--- src/rtl/elbeth_mem_arb_pkg.sv ---
// Shared types and constants for the ELBETH two-port memory arbiter.
package elbeth_mem_arb_pkg;

    typedef enum logic [1:0] {
        IDLE   = 2'd0,
        ACCESS = 2'd1,
        RESP   = 2'd2
    } arb_state_e;

    typedef enum logic {
        GNT_A = 1'b0,
        GNT_B = 1'b1
    } grant_e;

    localparam logic [3:0] RW_READ = 4'b0000;

    // Round-robin pick: sole requester wins, a tie goes to the port not granted last.
    function automatic grant_e pick_winner(input logic a_req, input logic b_req,
                                           input grant_e last);
        if (a_req && (!b_req || last == GNT_B)) begin
            return GNT_A;
        end
        return GNT_B;
    endfunction

endpackage

--- src/rtl/elbeth_mem_arb_watchdog.sv ---
// Access watchdog: counts ACCESS cycles and flags when the memory has had TIMEOUT cycles.
module elbeth_mem_arb_watchdog #(
    parameter int unsigned TIMEOUT = 15
) (
    input  logic clk,
    input  logic rst,
    input  logic clr,
    input  logic en,
    output logic expired
);

    logic [7:0] count;

    always_ff @(posedge clk or negedge rst) begin
        if (!rst) begin
            count <= 8'd0;
        end else if (clr) begin
            count <= 8'd0;
        end else if (en && !expired) begin
            count <= count + 8'd1;
        end
    end

    assign expired = (count == 8'(TIMEOUT - 1));

endmodule

--- src/rtl/elbeth_memory_arbiter.sv ---
// Round-robin arbiter sharing one single-port memory between the ELBETH imem (A) and
// dmem (B) ports, with registered memory request and registered responses.
module elbeth_memory_arbiter
    import elbeth_mem_arb_pkg::*;
#(
    parameter int unsigned ADDR_W  = 8,
    parameter int unsigned DATA_W  = 32,
    parameter int unsigned TIMEOUT = 15
) (
    input  logic              clk,
    input  logic              rst,
    input  logic              a_en,
    input  logic [ADDR_W-1:0] a_addr,
    input  logic [3:0]        a_rw,
    input  logic [DATA_W-1:0] a_wdata,
    output logic [DATA_W-1:0] a_rdata,
    output logic              a_ready,
    output logic              a_error,
    input  logic              b_en,
    input  logic [ADDR_W-1:0] b_addr,
    input  logic [3:0]        b_rw,
    input  logic [DATA_W-1:0] b_wdata,
    output logic [DATA_W-1:0] b_rdata,
    output logic              b_ready,
    output logic              b_error,
    output logic              mem_en,
    output logic [ADDR_W-1:0] mem_addr,
    output logic [3:0]        mem_rw,
    output logic [DATA_W-1:0] mem_wdata,
    input  logic [DATA_W-1:0] mem_rdata,
    input  logic              mem_ready,
    input  logic              mem_error,
    output logic              busy
);

    arb_state_e state;
    grant_e     grant;
    grant_e     last_grant;
    grant_e     winner;
    logic       wd_clr;
    logic       wd_en;
    logic       wd_expired;
    logic       resp_ok;

    always_comb begin
        winner  = pick_winner(a_en, b_en, last_grant);
        wd_clr  = (state == IDLE);
        wd_en   = (state == ACCESS);
        // Error wins over a simultaneous ready.
        resp_ok = mem_ready && !mem_error;
    end

    elbeth_mem_arb_watchdog #(
        .TIMEOUT(TIMEOUT)
    ) u_watchdog (
        .clk    (clk),
        .rst    (rst),
        .clr    (wd_clr),
        .en     (wd_en),
        .expired(wd_expired)
    );

    always_ff @(posedge clk or negedge rst) begin
        if (!rst) begin
            state      <= IDLE;
            grant      <= GNT_A;
            last_grant <= GNT_B;
            mem_en     <= 1'b0;
            mem_addr   <= '0;
            mem_rw     <= RW_READ;
            mem_wdata  <= '0;
            a_rdata    <= '0;
            b_rdata    <= '0;
            a_ready    <= 1'b0;
            a_error    <= 1'b0;
            b_ready    <= 1'b0;
            b_error    <= 1'b0;
            busy       <= 1'b0;
        end else begin
            a_ready <= 1'b0;
            a_error <= 1'b0;
            b_ready <= 1'b0;
            b_error <= 1'b0;
            unique case (state)
                IDLE: begin
                    if (a_en || b_en) begin
                        grant      <= winner;
                        last_grant <= winner;
                        if (winner == GNT_A) begin
                            mem_addr  <= a_addr;
                            mem_rw    <= a_rw;
                            mem_wdata <= a_wdata;
                        end else begin
                            mem_addr  <= b_addr;
                            mem_rw    <= b_rw;
                            mem_wdata <= b_wdata;
                        end
                        mem_en <= 1'b1;
                        busy   <= 1'b1;
                        state  <= ACCESS;
                    end
                end
                ACCESS: begin
                    if (mem_error || mem_ready || wd_expired) begin
                        mem_en <= 1'b0;
                        state  <= RESP;
                        if (grant == GNT_A) begin
                            a_ready <= resp_ok;
                            a_error <= !resp_ok;
                            if (resp_ok) begin
                                a_rdata <= mem_rdata;
                            end
                        end else begin
                            b_ready <= resp_ok;
                            b_error <= !resp_ok;
                            if (resp_ok) begin
                                b_rdata <= mem_rdata;
                            end
                        end
                    end
                end
                RESP: begin
                    busy  <= 1'b0;
                    state <= IDLE;
                end
                default: begin
                    busy   <= 1'b0;
                    mem_en <= 1'b0;
                    state  <= IDLE;
                end
            endcase
        end
    end

endmodule

--- config.mk ---
export PLATFORM = sky130hd
export DESIGN_NAME = elbeth_memory_arbiter
export DESIGN_NICKNAME = d
export VERILOG_FILES = /design/src/rtl/elbeth_mem_arb_pkg.sv /design/src/rtl/elbeth_mem_arb_watchdog.sv /design/src/rtl/elbeth_memory_arbiter.sv
export SDC_FILE = /design/constraint.sdc
export NUM_CORES = 1
export LEC_CHECK = 0
export ABC_AREA = 0
export BUFFER_PORTS_ARGS = -buffer_cell sky130_fd_sc_hd__buf_2
export CAP_MARGIN = 10
export CORE_MARGIN = 2
export CORE_UTILIZATION = 35
export DETAILED_ROUTE_END_ITERATION = 10
export SLEW_MARGIN = 20
export SYNTH_ARGS = -nofsm -noshare
export SYNTH_HDL_FRONTEND = slang
export SYNTH_SLANG_ARGS = --single-unit
--- constraint.sdc ---
create_clock -name clk -period 5.42 [get_ports clk]
set_input_delay 0.542 -clock clk [delete_from_list [all_inputs] [get_ports clk]]
set_output_delay 0.542 -clock clk [all_outputs]
set_load 0.02 [all_outputs]
# Word-level counts from Yosys, hierarchy flattened
# Index checks and enable logic that the tools add are counted.
# word_totals
ff_bits	126
elab_cells	70
# classes
addsub	1
n_eq_ne	5
mux	27
bitwise	3
reduce_logical	19
# op_table
operator	count
2-to-1 mux 32 bit	1
2-to-1 mux 8 bit	3
2-to-1 mux 1 bit	17
adder 8 x 1 -> 8 bit (second input constant)	1
== test 8 x 4 -> 1 bit (second input constant)	1
AND reduction 4 bit	2
AND reduction 2 bit	3
logical NOT 1 bit	4
logical OR 1 bit	4
2-to-1 mux 2 bit	2
2-to-1 mux 4 bit	1
!= test 2 bit (second input constant)	2
case mux 2 bit (2 select lines)	1
logical AND 1 bit	3
inverter 1 bit	3
case mux 1 bit (3 select lines)	1
AND reduction 3 bit	1
== test 2 x 1 -> 1 bit (second input constant)	1
== test 2 bit (second input constant)	1
logical NOT 2 bit	1
case mux 1 bit (2 select lines)	1
nonzero test 2 bit	1

# Longest topological paths before layout
# depth
word_depth	6
mapped_depth	7

# Modules after synthesis
# A second synthesis with hierarchy kept.
# hier_totals
cells_unflattened	475
area_unflattened_um2	5494.0
# by_module_without_submodules
mod	instances	cells_each	area_each_um2	seq_area_each_um2
elbeth_memory_arbiter	1	424	5009.8	2954.1
elbeth_mem_arb_watchdog	1	51	484.2	200.2

# Worst setup path after synthesis
# Ideal clock, no wire load.
# synth_path
path_kind	input port to flip-flop
from	input port mem_ready
to	register a_rdata[10]
setup_time_ps	125
arrival_ps	1674
required_ps	5295
path_slack_ps	3621
stages	5
path_buffers	2
path_cell_list	inv_1 -> or4_1 -> buf_2 -> buf_6 -> mux2_4
# synth_via
elab_chain_cells	3
elab_cells_between_ends	4
# synth_lines
item	line	text
start: declaration	elbeth_memory_arbiter.sv:31	input logic mem_ready,
logical OR 1 bit (2 in series)	elbeth_memory_arbiter.sv:104	if (mem_error || mem_ready || wd_expired) begin
AND reduction 4 bit (no line) (*)	n/a	
end signal: assignment	elbeth_memory_arbiter.sv:111	a_rdata <= mem_rdata;
end: declaration	elbeth_memory_arbiter.sv:16	output logic [DATA_W-1:0] a_rdata,
# Mark *: on every way between the ends. The rest lies on a longest branch, timed or not.
# A chain may end at the register's enable or synchronous reset.

# Worst setup path in the final report
# layout_path
from	register state[0]
to	register mem_en
# layout_via
elab_chain_cells	3
elab_cells_between_ends	8
# layout_lines
item	line	text
start: declaration	elbeth_memory_arbiter.sv:36	arb_state_e state;
start signal: assignment	elbeth_memory_arbiter.sv:65	state <= IDLE;
start signal: assignment	elbeth_memory_arbiter.sv:100	state <= ACCESS;
start signal: assignment	elbeth_memory_arbiter.sv:106	state <= RESP;
== test 2 x 1 -> 1 bit (tied with other cells)	elbeth_memory_arbiter.sv:84	unique case (state)
!= test 2 bit (no line) or inverter 1 bit (tied branches)	n/a	
AND reduction 3 bit (no line)	n/a	
end signal: assignment	elbeth_memory_arbiter.sv:98	mem_en <= 1'b1;
end signal: assignment	elbeth_memory_arbiter.sv:105	mem_en <= 1'b0;
end signal: assignment	elbeth_memory_arbiter.sv:128	mem_en <= 1'b0;
end: declaration	elbeth_memory_arbiter.sv:26	output logic mem_en,
# Several ways; a longest one is shown, not always the timed one.

==> impl_metrics.tcl <==
set metrics [dict create \
    yosys.area_share.simple_pct 9.41 \
    cp-start-kind "flop" \
    drc 0 \
    required_ns 5.76 \
    drive_gt1_share_pct 49.2 \
    grtUsageTotal_pct 18.0 \
    syn2layout_area_growth_pct 33.8 \
    cts_max_level 4 \
    cts-root-buf "clkbuf_16" \
    num_vias 4864 \
    synth_seq_cells 126 \
    mappedNetlistNets 604 \
    ir_worst_vdd_mv 0.242 \
    synth-edff-count 0 \
    fill_cells 1472 \
    num_rows 46 \
    finalHoldViolations 0 \
    synthAdderAreaFrac_pct 0.443 \
    synth.area.mux_share_pct 14.7 \
    cts_resized 0 \
    ys_seq_area_share_pct 55.8 \
    synth_area_um2 5650 \
    synth.distinct_cells 39 \
    p_clk_share_pct 23.7 \
    synth_area_per_cell_um2 11.9 \
    finalMaxSlewViolations 0 \
    async_flop_share_pct 100 \
    post-route-util_pct 47.8 \
    routed_wl_mm 15.8 \
    post-cts-setup-buffers 0 \
    routed_via_density 5.27 \
    crit_path_end_kind "flop" \
    status "finished clean" \
    finish.net_count 822 \
    clkSlewWorstSetupHoldPaths_ns 0.06 \
    timing.slew.headroom_pct 26.9 \
    setup_viol 0 \
    grt_pass1_wl_mm 23.7 \
    clockBufferDepth 2 \
    pwr-share-comb_pct 41.1 \
    cp_data_arrival_time_ns 3.14 \
    clock-sinks 126 \
    crit_fanout 49 \
    coreArea_um2 15800 \
    rsz0062_at_grt "no" \
    tightestPinTransition_ns 1.10 \
    grt_max_degree 81 \
    diodes 0 \
    crit_type "reg -> reg" \
    period_share_pct 51.6 \
    io_pins 240 \
    drt_iter0_drc 253 \
    synth_xor_area_share_pct 0 \
    dp_hpwl_mm 11.2 \
    seq_power_share_pct 35.3 \
    synth_top_family_by_area "compound AO/OA/AOI/OAI gates" \
    power.leakage_nw 3.60 \
    io_buffer_count 239 \
    min_period_ns 2.80 \
    grt_overflow 0 \
    clkLatencyLatePin_ns 0.41 \
    ant_nets 0 \
    die_area_um2 17200 \
    switchingPower_mw 1.89 \
    swShare_pct 39.9 \
    p_per_area_nw_per_um2 625 \
    first_pass_iters 4 \
    fmax_ghz 0.357 \
    final_cell_mix "buf_2, dfrtp_1, a21oi_1" \
    cts_made_buffers 17 \
    start_util_pct 35.7 \
    hp-class "in -> async" \
    synthFlopType "dfrtp_1" \
    gp_congestion 0.847 \
    final_common_cell "buf_2" \
    cts_tree "built" \
    holdBufCountCts 0 \
    antenna_found_initial 1 \
    syn_inst 476 \
    yosys_warnings 0 \
    finClkSkew_ns 0.00846 \
    die_y_um 131 \
    maxCapViolations 0 \
    intPower_mw 2.84 \
    reg2reg_setup_slack_ns 2.62 \
    tns_ns 0 \
    synth-compound-area-share_pct 15.6 \
    route.detailed.wl_per_inst_um 17.1 \
    die_w_um 131 \
    grt_pass1_vias 4586 \
]
[layer usage]
layer  vias to the layer above  wire length (µm)  global-route usage (%)
li1                       2208                 -                       -
met1                      2373              6660                    23.1
met2                       255              7120                    27.9
met3                        26              1650                    5.84
met4                         2               325                    7.82
met5                         -                16                       0
[stage by stage]
step | cell area [µm²] | std cells | worst slack (ns) | power [mW] | hold WS (ns)
after CTS | 7560 | 923 | 2.64 | 4.77 | 0.270
after global routing | 7560 | 923 | 2.43 | 5.02 | 0.309
after detailed placement | 6980 | 891 | 2.30 | 3.63 | 0.474
final | 7560 | 923 | 2.62 | 4.73 | 0.237
after global placement | 6980 | 891 | 2.33 | 3.59 | 0.460
after floorplan | 5650 | 476 | 3.62 | 2.92 | 0.246
[synthesized netlist by cell type (3+ instances only)]
cell type | number | area share [%]
dfrtp_1 | 125 | 55
a21oi_1 | 51 | 4.5
a31oi_1 | 47 | 5.2
o21ai_0 | 45 | 4.0
nand3b_1 | 44 | 5.8
mux2_2 | 35 | 7.0
clkbuf_1 | 33 | 2.2
mux2_4 | 29 | 7.7
inv_1 | 7 | 0.46
nand2_1 | 7 | 0.46
buf_2 | 6 | 0.53
buf_6 | 4 | 0.80
nand3_1 | 4 | 0.35
nand4_1 | 3 | 0.33
nor2_1 | 3 | 0.20
or4_1 | 3 | 0.40
[power groups by stage]
stage          combinational (mW)  sequential, mW  clock (mW)
2_1_floorplan               0.792            2.13           0
3_3_place_gp                 1.93            1.66           0
3_5_place_dp                 1.96            1.67           0
4_1_cts                      1.96            1.67        1.15
5_1_grt                      2.10            1.73        1.19
6_report                     1.94            1.67        1.12
[path summary, 6_finish.rpt]
kind | end | from | depth (start not counted)
min in group clk | a_rdata[4]$_DFFE_PN0P_ | mem_rdata[4] | 2
max | mem_en$_DFFE_PN0P_ | state[0]$_DFFE_PN0P_ | 3
max reg2reg | mem_en$_DFFE_PN0P_ | state[0]$_DFFE_PN0P_ | 3
min reg2reg | busy$_DFFE_PN0P_ | busy$_DFFE_PN0P_ | 1
min | a_rdata[13]$_DFFE_PN0P_ | rst | 1
max in group asynchronous | a_rdata[28]$_DFFE_PN0P_ | rst | 2
[cells by family (layout without fill, tap and decap cells)]
| logic type | Yosys count | count (layout) |
|---|---|---|
| compound gates | 156 | 156 |
| fa+ha+maj | 2 | 2 |
| mux | 64 | 64 |
| buf+inv | 51 | 282 |
| flops | 126 | 126 |
| simple gates | 77 | 77 |
[state kept, by name, indices dropped and copies added, names as in the netlist]
register	cells
mem_en	1
mem_wdata	32
a_error	1
a_ready	1
mem_addr	8
state	2
last_grant	1
busy	1
b_error	1
grant	1
mem_rw	4
b_ready	1
a_rdata	32
b_rdata	32
u_watchdog.count	8
[worst max-delay path, cell delays in order (launching register included)]
cell     delay (ns)
dfrtp_1        0.55
nor2_4         0.90
and2_2         0.92
o221a_2        0.32
[area by class of cell]
class | instances | area [µm²] | area share [%]
clock buffers | 17 | 425 | 5.63
clock inverters | 15 | 160 | 2.12
inverters | 7 | 26.3 | 0.348
multi-input cells | 299 | 2300 | 30.4
flip-flops and latches | 126 | 3150 | 41.7
well taps | 216 | 270 | 3.57
repair buffers | 243 | 1230 | 16.3
Power figures use the tool's default switching activity.
